===== src/rtl/command_word_sequencer.sv =====
// 8259A bus-write front end: captures CPU writes, tracks the ICW1..ICW4 init
// sequence and issues one-cycle ICW/OCW write strobes. Optional: CMD_SEQ_ERROR_FLAG_EN.
module command_word_sequencer (
  input  logic       clock,
  input  logic       reset_n,
  input  logic       chip_select_n,
  input  logic       write_enable_n,
  input  logic       address,
  input  logic [7:0] data_bus_in,
  output logic [7:0] internal_data_bus,
  output logic       write_initial_command_word_1,
  output logic       write_initial_command_word_2,
  output logic       write_initial_command_word_3,
  output logic       write_initial_command_word_4,
  output logic       write_operation_control_word_1_registers,
  output logic       write_operation_control_word_2_registers,
  output logic       write_operation_control_word_3_registers,
`ifdef CMD_SEQ_ERROR_FLAG_EN
  output logic       sequence_error,
`endif
  output logic       init_busy
);

  typedef enum logic [2:0] {
    S_WAIT_ICW1,
    S_ICW2,
    S_ICW3,
    S_ICW4,
    S_READY
  } state_t;

  // Strobe vector bit positions.
  localparam int ST_ICW1 = 0;
  localparam int ST_ICW2 = 1;
  localparam int ST_ICW3 = 2;
  localparam int ST_ICW4 = 3;
  localparam int ST_OCW1 = 4;
  localparam int ST_OCW2 = 5;
  localparam int ST_OCW3 = 6;

  state_t     state;
  state_t     state_next;
  logic       addr_q;
  logic       cs_q;
  logic       wr_n_q;
  logic       armed;
  logic       capture;
  logic       write_end;
  logic       single;
  logic       single_next;
  logic       ic4;
  logic       ic4_next;
  logic [6:0] strobe_p1;
  logic [6:0] strobe_next;

  // A reset during a low write phase must not let that same phase be
  // re-captured, so capture is held off until write_enable_n is seen high.
  assign capture   = armed && !chip_select_n && !write_enable_n;
  assign write_end = cs_q && !wr_n_q && write_enable_n;

  // Stage p0: bus write capture
  always_ff @(posedge clock) begin
    if (!reset_n) begin
      internal_data_bus <= 8'h00;
      addr_q            <= 1'b0;
      cs_q              <= 1'b0;
      wr_n_q            <= 1'b1;
      armed             <= 1'b0;
    end else begin
      wr_n_q <= write_enable_n;
      if (write_enable_n) begin
        armed <= 1'b1;
      end
      if (capture) begin
        internal_data_bus <= data_bus_in;
        addr_q            <= address;
        cs_q              <= 1'b1;
      end else if (write_end) begin
        cs_q <= 1'b0;
      end
    end
  end

  // Decode of the completed write; ICW1 overrides whatever state we are in.
  always_comb begin
    state_next  = state;
    single_next = single;
    ic4_next    = ic4;
    strobe_next = '0;
    if (write_end) begin
      if (!addr_q && internal_data_bus[4]) begin
        strobe_next[ST_ICW1] = 1'b1;
        single_next          = internal_data_bus[1];
        ic4_next             = internal_data_bus[0];
        state_next           = S_ICW2;
      end else begin
        case (state)
          S_ICW2: begin
            if (addr_q) begin
              strobe_next[ST_ICW2] = 1'b1;
              if (!single) begin
                state_next = S_ICW3;
              end else if (ic4) begin
                state_next = S_ICW4;
              end else begin
                state_next = S_READY;
              end
            end
          end
          S_ICW3: begin
            if (addr_q) begin
              strobe_next[ST_ICW3] = 1'b1;
              state_next           = ic4 ? S_ICW4 : S_READY;
            end
          end
          S_ICW4: begin
            if (addr_q) begin
              strobe_next[ST_ICW4] = 1'b1;
              state_next           = S_READY;
            end
          end
          S_READY: begin
            if (addr_q) begin
              strobe_next[ST_OCW1] = 1'b1;
            end else if (internal_data_bus[3]) begin
              strobe_next[ST_OCW3] = 1'b1;
            end else begin
              strobe_next[ST_OCW2] = 1'b1;
            end
          end
          default: ;
        endcase
      end
    end
  end

  // Stage p1: registered strobes and sequence state
  always_ff @(posedge clock) begin
    if (!reset_n) begin
      state     <= S_WAIT_ICW1;
      single    <= 1'b0;
      ic4       <= 1'b0;
      strobe_p1 <= '0;
    end else begin
      state     <= state_next;
      single    <= single_next;
      ic4       <= ic4_next;
      strobe_p1 <= strobe_next;
    end
  end

`ifdef CMD_SEQ_ERROR_FLAG_EN
  // Every completed write either strobes or is ignored.
  always_ff @(posedge clock) begin
    if (!reset_n) begin
      sequence_error <= 1'b0;
    end else if (strobe_next[ST_ICW1]) begin
      sequence_error <= 1'b0;
    end else if (write_end && (strobe_next == '0)) begin
      sequence_error <= 1'b1;
    end
  end
`endif

  assign write_initial_command_word_1             = strobe_p1[ST_ICW1];
  assign write_initial_command_word_2             = strobe_p1[ST_ICW2];
  assign write_initial_command_word_3             = strobe_p1[ST_ICW3];
  assign write_initial_command_word_4             = strobe_p1[ST_ICW4];
  assign write_operation_control_word_1_registers = strobe_p1[ST_OCW1];
  assign write_operation_control_word_2_registers = strobe_p1[ST_OCW2];
  assign write_operation_control_word_3_registers = strobe_p1[ST_OCW3];

  assign init_busy = (state == S_ICW2) || (state == S_ICW3) || (state == S_ICW4);

endmodule


===== config.mk =====
export PLATFORM = sky130hd
export DESIGN_NAME = command_word_sequencer
export DESIGN_NICKNAME = d
export VERILOG_FILES = /design/src/rtl/command_word_sequencer.sv
export SDC_FILE = /design/constraint.sdc
export NUM_CORES = 1
export LEC_CHECK = 0
export CORE_UTILIZATION = 35
export CTS_BUF_LIST = sky130_fd_sc_hd__clkbuf_16
export DETAILED_ROUTE_END_ITERATION = 6
export GPL_ROUTABILITY_DRIVEN = 0
export HOLD_SLACK_MARGIN = 0.06
export PLACE_DENSITY = 0.75
export SKIP_CTS_REPAIR_TIMING = 1
export SLEW_MARGIN = 30
export SYNTH_ARGS = -nofsm -noshare
export SYNTH_HDL_FRONTEND = slang
export SYNTH_SLANG_ARGS = --single-unit

===== constraint.sdc =====
create_clock -name clock -period 2.1 [get_ports clock]
set_clock_uncertainty 0.1 [all_clocks]
set_input_delay 0.525 -clock clock [delete_from_list [all_inputs] [get_ports clock]]
set_output_delay 0.525 -clock clock [all_outputs]
set_load 0.05 [all_outputs]

==> run summary <==
Final slew viol count = 0
Setup CP Type = flop to output pin
Failing checks = design-rule violations
Clk_lat worst skew = 0.25 ns
Design area = 1310 sq um
Crit path required time = 1.47 ns
Core Rows = 18
Stages on the worst setup path = 1
CTS tree = built
Fmax = 496 MHz
Post-DP Area = 1230 sq um
Pin count of the biggest net entering global routing = 19
Via count = 736
CP max FO = 2
PD cells = 721 nW/um^2
Crit end category = output pin
Worst-margin pin slew = 0.498 ns
Arr. time, crit path = 1.39 ns
Cell variety after synth = 27
Cell-by-cell trace of the critical path = clkdlybuf4s50_1
Reg2Reg Depth = 4
Core footprint = 2480 sq um
Port-buffer cells = 28
Worst Hold Class = flop to flop
Final Hold Vio Count = 0
Die Width = 53.1 microns
CP startpoint = internal_data_bus[2]$_SDFFE_PN0P_
Startpoint Class = flop
Cell Area, Synth = 912 sq um
Chip height = 53.1 microns
Syn avg cell area = 10.1 sq um
Max-slew headroom = 66.7%
Initial antenna violation count = 0
Crit Reg-Reg Startpoint = addr_q$_SDFFE_PN0P_
Final setup violation count = 0
RSZ-0062 raised after global routing = no
Synth Register Bits = 24
Layout cell share with drive strength beyond 1 = 13.2%
Setup TNS = 0 ns
Worst Hold Path Cells = 1
Num ports = 29
Root buffer cell = clkbuf_16
Vias in the first global route = 664
Tmin final = 2.02 ns
Total power = 0.946 mW
Slowest CP cell = clkdlybuf4s50_1
Post-Layout Cell Count = 151
P&R area growth vs syn = 43.8%
First-pass GRT wire length = 2.82 mm
Antenna-violating nets left = 0
Ys Warns = 0
Max incr delay on CP = 0.81 ns
Maxcap violations = 0
Syn Nets = 103
Status = finished, violations left
WL per Instance = 11.4 microns
DP Cell Count = 147
Die area = 2810 sq um
Max Root-Sink Buffers = 2
Post-Route WL = 1.72 mm
Residual DRC = 1
Detailed Route Iter0 Violations = 4
DRT Pass-1 Iters = 6
Critical path's top delay family = buffers and inverters
Sequential area share after synthesis = 52.7%
Final core utilization = 52.9%
Initial Utilization = 36.8%
Worst-path clk slew = 0.06 ns
Final setup margin = 0.0847 ns
Final period util = 96.0%
CP Buf/Inv Count = 1
Post-Synthesis Cells = 90
Most common cell after layout, fill and taps aside = dfxtp_1
Pre-CTS WS = 0.133 ns
VDD IR max = 0.467 mV
Ant diodes = 0
HPWL after detailed placement = 1.27 mm
Hold WS = 0.360 ns
Clock sink count = 24
Overflow after GRT = 0
Gr usage total = 14.3%
Most frequent cells in the layout = 24 x dfxtp_1, 22 x clkdlybuf4s50_1, 10 x nor2b_1
Via/cell ratio = 4.87
Htree depth = 1
Nets = 135
Num CTS Buffers = 3
LEAKAGE = 0.458 nW
HP Start = armed$_SDFFE_PN0P_
==> layout make-up <==
class                   instances  area [sq um]
fillers                       230          1170
inverters                       2          7.51
clock buffers                   3          75.1
multi-input cells              61           414
flip-flops and latches         24           480
repair buffers                 30           293
well taps                      30          37.5
clock inverters                 1          3.75
==> cell families after synthesis <==
logic type | share of synthesized area (%)
flip-flops | 52.7
multiplexers | 9.88
buffers and inverters | 2.47
AND/OR/NAND/NOR | 22.4
AO/OA/AOI/OAI | 12.6
==> state kept, by name, indices dropped and copies added, names as in the netlist <==
name and count:
cs_q 1, internal_data_bus 8, ic4 1, addr_q 1
wr_n_q 1, state 3, single 1, armed 1
strobe_p1 7
==> cells in the mapped netlist <==
cell type / count / area (sq um)
nand3_1: 3 / 15.0
a21o_1: 1 / 7.51
o21ai_0: 4 / 20.0
o21ai_1: 2 / 10.0
a21boi_0: 3 / 22.5
dfxtp_1: 24 / 480
nand2_1: 5 / 18.8
nor3b_1: 1 / 7.51
nand2b_1: 2 / 12.5
nor4_1: 1 / 6.26
o221a_2: 1 / 11.3
nand3b_1: 2 / 15.0
o21a_1: 1 / 7.51
and3b_2: 1 / 10.0
clkbuf_1: 2 / 7.51
mux2i_1: 9 / 90.1
and2_1: 2 / 12.5
nor2_1: 5 / 18.8
nand2b_2: 1 / 8.76
inv_1: 2 / 7.51
nor2b_1: 10 / 62.6
buf_4: 1 / 7.51
a21boi_1: 2 / 15.0
nor3_1: 2 / 10.0
o221a_1: 1 / 11.3
o21ba_2: 1 / 10.0
nand4_1: 1 / 6.26
==> power breakdown <==
part	switching [mW]	internal (mW)
Sequential	0.00557	0.463
Combinational	0.0338	0.0408
Clock	0.148	0.254
==> worst paths after layout <==
kind,slack [ns],end
max,0.08,internal_data_bus[2]
min,0.36,armed$_SDFFE_PN0P_
max reg2reg,0.76,state[0]$_SDFFE_PN0P_
min reg2reg,0.36,armed$_SDFFE_PN0P_
==> layer usage <==
layer / routed length, microns / track usage, % / share of wire [%] / vias to the layer above
met2: 817 / 21.7 / 47 / 18
met3: 68 / 4.60 / 3.9 / 3
li1: - / - / - / 376
met4: 30 / 9.21 / 1.7 / 0
met5: 0 / 0 / 0 / -
met1: 807 / 17.0 / 47 / 339
No activity file was read; power rests on OpenSTA's default activity.
